$ cat src/rtl/pulse_meas.sv
// Pulse-train receiver: synchronises pulse_in, measures rise-to-rise period and
// rise-to-fall high time in clk cycles, and tracks lock and loss of signal.
module pulse_meas #(
   parameter int CNT_W    = 16,
   parameter int NOMINAL  = 14747,
   parameter int TOL      = 64,
   parameter int LOCK_CNT = 4,
   parameter int TIMEOUT  = 30000
) (
   input  logic             clk,
   input  logic             rst,
   input  logic             pulse_in,
   output logic [CNT_W-1:0] period,
   output logic [CNT_W-1:0] high_time,
   output logic             meas_valid,
   output logic             locked,
   output logic             lost,
   output logic             no_sig
);

   localparam int                GOOD_W    = $clog2(LOCK_CNT + 1);
   localparam logic [CNT_W-1:0]  CNT_MAX   = '1;
   localparam logic [CNT_W-1:0]  TIMEOUT_C = CNT_W'(TIMEOUT);
   localparam logic [CNT_W-1:0]  PER_MIN   = CNT_W'(NOMINAL - TOL);
   localparam logic [CNT_W-1:0]  PER_MAX   = CNT_W'(NOMINAL + TOL);
   localparam logic [GOOD_W-1:0] GOOD_FULL = GOOD_W'(LOCK_CNT);

   typedef enum logic {S_WAIT, S_RUN} state_t;

   state_t             state, state_nxt;
   logic [2:0]         sync;
   logic               rise, fall;
   logic [CNT_W-1:0]   cnt;
   logic [CNT_W-1:0]   high_pend;
   logic [GOOD_W-1:0]  good_cnt;
   logic               good;
   logic               meas_fire, lost_fire, pend_load;

   // sync[1:0] is the synchroniser pair, sync[2] holds the previous synchronised level.
   // NOTE: sequential state uses non-blocking assignments so every flop samples pre-edge values.
   always_ff @(posedge clk) begin
      if (rst) sync <= '0;
      else     sync <= {sync[1:0], pulse_in};
   end

   assign rise = sync[1] & ~sync[2];
   assign fall = ~sync[1] & sync[2];

   always_ff @(posedge clk) begin
      if (rst)                 cnt <= '0;
      else if (rise)           cnt <= CNT_W'(1);
      else if (cnt != CNT_MAX) cnt <= cnt + CNT_W'(1);
   end

   always_ff @(posedge clk) begin
      if (rst) state <= S_WAIT;
      else     state <= state_nxt;
   end

   // A rise landing on the timeout cycle counts as a measurement, not a loss.
   // NOTE: every signal driven in always_comb gets a default first, so no latch is inferred.
   always_comb begin
      state_nxt = state;
      case (state)
         S_WAIT:  if (rise) state_nxt = S_RUN;
         S_RUN:   if (!rise && cnt == TIMEOUT_C) state_nxt = S_WAIT;
         default: state_nxt = S_WAIT;
      endcase
   end

   always_comb begin
      meas_fire = 1'b0;
      lost_fire = 1'b0;
      pend_load = 1'b0;
      if (state == S_RUN) begin
         meas_fire = rise;
         lost_fire = !rise && (cnt == TIMEOUT_C);
         pend_load = fall;
      end
   end

   assign good = (cnt >= PER_MIN) && (cnt <= PER_MAX);

   always_ff @(posedge clk) begin
      if (rst) begin
         period     <= '0;
         high_time  <= '0;
         high_pend  <= '0;
         good_cnt   <= '0;
         meas_valid <= 1'b0;
         locked     <= 1'b0;
         lost       <= 1'b0;
         no_sig     <= 1'b1;
      end else begin
         meas_valid <= meas_fire;
         lost       <= lost_fire;
         no_sig     <= (state_nxt == S_WAIT);
         if (pend_load) high_pend <= cnt;
         if (meas_fire) begin
            period    <= cnt;
            high_time <= high_pend;
            if (good) begin
               if (good_cnt != GOOD_FULL) good_cnt <= good_cnt + GOOD_W'(1);
               if (good_cnt >= GOOD_FULL - GOOD_W'(1)) locked <= 1'b1;
            end else begin
               good_cnt <= '0;
               locked   <= 1'b0;
            end
         end else if (lost_fire) begin
            good_cnt <= '0;
            locked   <= 1'b0;
         end
      end
   end

endmodule

$ cat config.mk
export PLATFORM = sky130hd
export DESIGN_NAME = pulse_meas
export DESIGN_NICKNAME = d
export VERILOG_FILES = /design/src/rtl/pulse_meas.sv
export SDC_FILE = /design/constraint.sdc
export NUM_CORES = 1
export LEC_CHECK = 0
export BUFFER_PORTS_ARGS = -buffer_cell sky130_fd_sc_hd__buf_2
export CORE_MARGIN = 2
export CORE_UTILIZATION = 37
export DETAILED_ROUTE_END_ITERATION = 8
export GPL_TIMING_DRIVEN = 0
export PLACE_DENSITY_LB_ADDON = 0.12
export SYNTH_ARGS = -nofsm -noshare
export SYNTH_HDL_FRONTEND = slang
export SYNTH_SLANG_ARGS = --single-unit
$ cat constraint.sdc
create_clock -name clk -period 2.5 [get_ports clk]
set_input_delay 0.25 -clock clk [delete_from_list [all_inputs] [get_ports clk]]
set_output_delay 0.25 -clock clk [all_outputs]
set_load 0.01 [all_outputs]
# ---- After elaboration in Yosys (flattened, before gate mapping)
# Cells that the tools add are included.
dict set report totals {
  regBits 75
  in_bits 3
  out_inout_bits 36
  wordCells 52
}
dict set report op_classes {
  addsub 2
  magnitude_cmp 3
  eq_ne 5
  mux 16
  n_bitwise 6
  n_reduce_logical 8
}
# cell count
set ops {}
lappend ops {{16-bit by 1-bit adder with 16-bit output (second input constant)} 1}
lappend ops {{16-bit by 15-bit == test with 1-bit output (second input constant)} 1}
lappend ops {{16-bit by 14-bit >= comparator with 1-bit output (second input constant)} 1}
lappend ops {{16-bit by 14-bit less-or-equal comparator with 1-bit output (second input constant)} 1}
lappend ops {{16-bit inequality test (second input constant)} 1}
lappend ops {{3-bit 2-to-1 mux} 4}
lappend ops {{1-bit 2-to-1 mux} 11}
lappend ops {{3-bit by 2-bit inequality test with 1-bit output (second input constant)} 2}
lappend ops {{1-bit NOT} 4}
lappend ops {{2-bit AND reduction} 2}
lappend ops {{2-bit nonzero test} 2}
lappend ops {{3-bit by 1-bit adder with 3-bit output (second input constant)} 1}
lappend ops {{3-bit by 2-bit >= comparator with 1-bit output (second input constant)} 1}
lappend ops {{3-bit inequality test (second input constant)} 1}
lappend ops {{1-bit bitwise AND} 2}
lappend ops {{1-bit logical AND} 2}
lappend ops {{1-bit one-hot mux with 2 select lines} 1}
lappend ops {{2-bit OR reduction} 1}
lappend ops {{1-bit logical NOT} 1}

# ---- Longest topological paths before layout
dict set report logic_depth {
  word_depth 7
  depth_mapped 6
  ltp_nobuf 6
}

# ---- Worst setup path before layout
# OpenSTA, ideal clock, no wires.
dict set report synth_path {
  path_type {reg2reg}
  start {register cnt[0]}
  end {register locked}
  setup_time_ns 0.136
  arrival_time_ns 1.816
  required_ns 2.364
  path_slack_ns 0.548
  stages_incl_launch_ff 7
  path_buffers 0
  period_less_slack_ns 1.952
  cell_sequence {dfxtp_1 > inv_1 > ha_1 > or4bb_1 > or4_4 > o211ai_1 > a211oi_1}
}
dict set report synth_between {
  elab_chain_len 5
  word_cells_on_any_way 11
  cone_classes {2 x order compare; 2 x eq/ne; 3 x mux; 4 x reduce/logical}
}
# element line_no
set synth_rtl {}
lappend synth_rtl {{start: declaration} 33} ;# logic [CNT_W-1:0] cnt;
lappend synth_rtl {{start signal: assignment} 52} ;# else if (cnt != CNT_MAX) cnt <= cnt + CNT_W'(1);
lappend synth_rtl {{branches (longest 5 deep; another with 16-bit by 14-bit >= comparator with 1-bit output)} -}
lappend synth_rtl {{end signal: assignment} 91} ;# locked <= 1'b0;
lappend synth_rtl {{end signal: assignment} 104} ;# if (good_cnt >= GOOD_FULL - GOOD_W'(1)) locked <= 1'b1;
lappend synth_rtl {{end signal: assignment} 107} ;# locked <= 1'b0;
lappend synth_rtl {{end: declaration} 16} ;# output logic locked,
# Several ways; the timed one is not identified.
# A chain may end at the register's enable or synchronous reset.

# ---- Final worst setup path
dict set report layout_path {
  start {register cnt[0]}
  end {register good_cnt[0]}
}
dict set report layout_between {
  elab_chain_len 5
  word_cells_on_any_way 11
  cone_classes {2 x order compare; 2 x eq/ne; 3 x mux; 4 x reduce/logical}
}
# element line_no
set layout_rtl {}
lappend layout_rtl {{branches (longest 5 deep; another with 16-bit by 14-bit >= comparator with 1-bit output)} -}
lappend layout_rtl {{end signal: assignment} 103} ;# if (good_cnt != GOOD_FULL) good_cnt <= good_cnt + GOOD_W'(1);
lappend layout_rtl {{end: declaration} 35} ;# logic [GOOD_W-1:0] good_cnt;
# Several ways; the timed one is not identified.

==> out/metrics.csv <==
metric;value;unit
diodes;0;
synth_flop_cell;sky130_fd_sc_hd__dfxtp_1;
grt_first_pass_wirelength;14100;µm
port-buffer-count;37;
global_route.usage.total;18.7;%
detail_route.wirelength.met1;4210;µm
finalSetupTns;0;ns
layout-drive-gt1-share;15.0;%
synthesis.instances;401;
pin_count_of_the_biggest_net_entering_global_routing;14;
worstHoldPathType;in2reg;
finish.net_count;457;
dp_hpwl;5820;µm
holdPathEnd;sync[0];
globalRouteOverflowTotal;0;
cts-root-buf;sky130_fd_sc_hd__clkbuf_8;
maxCapViolations;0;
netlist-cell-type-count;47;
fin_crit;2.11;ns
topRoutingLayerUsed;met4;
via_count;2928;
path_cells;inv_1, ha_1, or4bb_1, or4_4, o21ai_1, o21ai_0;
synth.area.top_cells;sky130_fd_sc_hd__dfxtp_1 (47%), sky130_fd_sc_hd__nand2_1 (13%), sky130_fd_sc_hd__a21oi_1 (9.1%);
worstReg2RegEnd;good_cnt[0];
critical_path.startpoint_type;register;
routed_length_on_met3;458;µm
power.density_cell_area;598;nW/µm²
synth_area_in_compound_gates;17.1;%
synth_async_sr_flop_share;0;%
clockBufferDepth;2;
timing_max_transition_violations_final;0;
clkSinkCount;75;
coreArea;8300;µm²
min_from;pulse_in;
synthesis.nets;409;
grt_setup_unrepaired;false;
clock_insertion_delay_worst_skew;0.35;ns
crit_path_end_kind;register;
power.leakage;1.32;nW
worstReg2RegStart;cnt[0];
number_of_hold_buffers_added_after_cts;0;
clock.fmax;474;MHz
synthSimpleGateAreaFrac;27.5;%
dieHeight;97.0;µm
clock_edge_transition_at_the_registers_on_the_reported_setup_and_hold_paths;0.08;ns
final.setup_skew;0.00722;ns
place_ws;0.415;ns
cts_htree_levels;3;
synth-adder-area-share;1.96;%
detailroute.wirelength.met2;3760;µm
post-layout-total-power;2.22;mW
reg2reg_depth;6;
finalWirelength;8560;µm
synth_edf_count;0;
share_of_the_yosys_chip_area_belonging_to_registers;46.9;%
timing.critical_path.slowest_cell_delay;0.56;ns
tritoncts_clock_tree;built;
die_w;97.0;µm
cts_resized;0;
multi_input_gate_area;1530;µm²
average_cell_area_after_synthesis;7.98;µm²
timing_worst_setup_path_type;reg2reg;
ys.warnings.count;0;
first_global_vias;2731;
detail_route.drc_violations;0;
max-slew-margin-rel;63.6;%
initial_cell_density_of_the_core;38.5;%
area_post_placement;3520;µm²
final_gp_congestion;0.833;
post-cts-setup-buffer-count;0;
timing.hold.worst_path_depth;2;
ys_seq_elements;75;
worst_ir_drop_vdd;0.365;mV
synth.area.mux_share;1.25;%
crit_arrival;2.34;ns
drtAntennaViolNets;0;
die-area;9410;µm²
timing.critical_path.fanout_max;8;
yosysTopAreaCell;sky130_fd_sc_hd__dfxtp_1;
status;complete, no violations;
register_area;1500;µm²
detailedRoute.firstPassIterationCount;4;
synthesis.area;3200;µm²
postLayoutCoreUtil;44.7;%
synth_top_cell_area_share;46.9;%
timing_worst_slew_pin_value;0.542;ns
timing.critical_path.slowest_stage_cell;sky130_fd_sc_hd__or4_4;
timing_hold_violations_final;0;
initial_antenna_violation_count;0;
post-route-worst-setup-slack;0.388;ns
fill_cells;878;
area_growth_syn_to_layout;16.0;%
vias_per_cell;5.24;
dr.first_iter.drc_count;121;
finalSetupViolations;0;
pin_count;39;
rrSetupSlack;0.39;ns
synth_top_family_by_area;simple AND/OR/NAND/NOR gates;
wire_per_inst;15.3;µm
critPathRequiredTime;2.72;ns
design_area;3710;µm²
floorplan.rows;33;
cts_inserted_buffers;9;
synth_xor_xnor_area_share;0;%
final_worst_path_cycle_share;84.5;%
power breakdown:
part	internal, mW	switching (mW)
clock	0.464	0.472
combinational	0.0198	0.0534
sequential	1.20	0.00926
total	1.68	0.535
worst max-delay path by stage:
stage	start	to	slack [ns]	cells past startpoint
2_1_floorplan	cnt[0]	locked	0.55	6
4_1_cts	cnt[0]	good_cnt[0]	0.40	6
3_5_place_dp	cnt[0]	good_cnt[0]	0.42	6
5_1_grt	cnt[1]	cnt[14]	0.23	6
3_3_place_gp	cnt[0]	good_cnt[0]	0.40	6
6_report	cnt[0]	good_cnt[0]	0.39	6
cells by family after synthesis:
family | count (synthesis)
adder cells (fa/ha/maj) | 5
AO/OA/AOI/OAI | 95
AND/OR/NAND/NOR | 180
buffers and inverters | 42
multiplexers | 4
flip-flops | 75
layer usage:
metal	up-vias	GRT usage [%]
li1	1477	-
met1	1373	25.8
met2	68	28.8
met3	10	5.06
met4	0	5.20
met5	-	0
flip-flops by register name, summed over array words and instances, names as in the netlist:
| register | cells |
|---|---|
| lost | 1 |
| cnt | 16 |
| no_sig | 1 |
| meas_valid | 1 |
| period | 16 |
| state | 1 |
| locked | 1 |
| high_pend | 16 |
| good_cnt | 3 |
| high_time | 16 |
| sync | 3 |
synth_stat cells, drive strengths merged, types with 2 or more instances:
library cell	instances
ha	5
a2111o	3
nor4	4
nand4	6
o21ai	13
nor3b	3
or3	7
mux2i	4
nand3	5
buf	9
a211oi	7
a31oi	4
or2	2
clkbuf	24
nor2b	5
o2111ai	2
dfxtp	75
or4	2
and3	3
nand2	115
nand4b	2
a21oi	59
o211ai	4
nand3b	2
nor2	9
nor3	3
and4	4
inv	9
and2	2
cell usage in the layout, fill, tap and decap left out, drive strengths merged, types with 5 or more instances in the layout:
| master | Yosys | routed |
|---|---|---|
| clkbuf | 24 | 34 |
| a21oi | 59 | 59 |
| buf | 9 | 46 |
| inv | 9 | 9 |
| nand3 | 5 | 5 |
| clkinv | 0 | 5 |
| nand4 | 6 | 6 |
| dfxtp | 75 | 75 |
| nand2 | 115 | 115 |
| ha | 5 | 5 |
| a211oi | 7 | 7 |
| o21ai | 13 | 13 |
| nor2b | 5 | 5 |
| nor2 | 9 | 9 |
| or3 | 7 | 7 |
area by class of cell:
type | instances | area share, %
plain buffers | 33 | 3.61
clock buffers | 10 | 3.44
clock inverters | 6 | 1.79
inverters | 9 | 0.911
multi-input cells | 284 | 41.2
flip-flops and latches | 75 | 40.5
well taps | 105 | 3.54
repair buffers | 37 | 4.99
critical path, delay by kind of cell (launching register included):
family,cells,cell delay (ns)
AND/OR/NAND/NOR,2,1.04
flip-flops,1,0.40
AO/OA/AOI/OAI,2,0.28
adder cells (fa/ha/maj),1,0.16
buffers and inverters,1,0.11
per-stage QoR:
step	hold WS, ns	instances
after floorplan	0.378	401
after global placement	0.428	543
after global routing	0.117	559
final	0.129	559
after detailed placement	0.425	543
after CTS	0.113	559
Note: power is estimated with default switching activity, not from simulation.
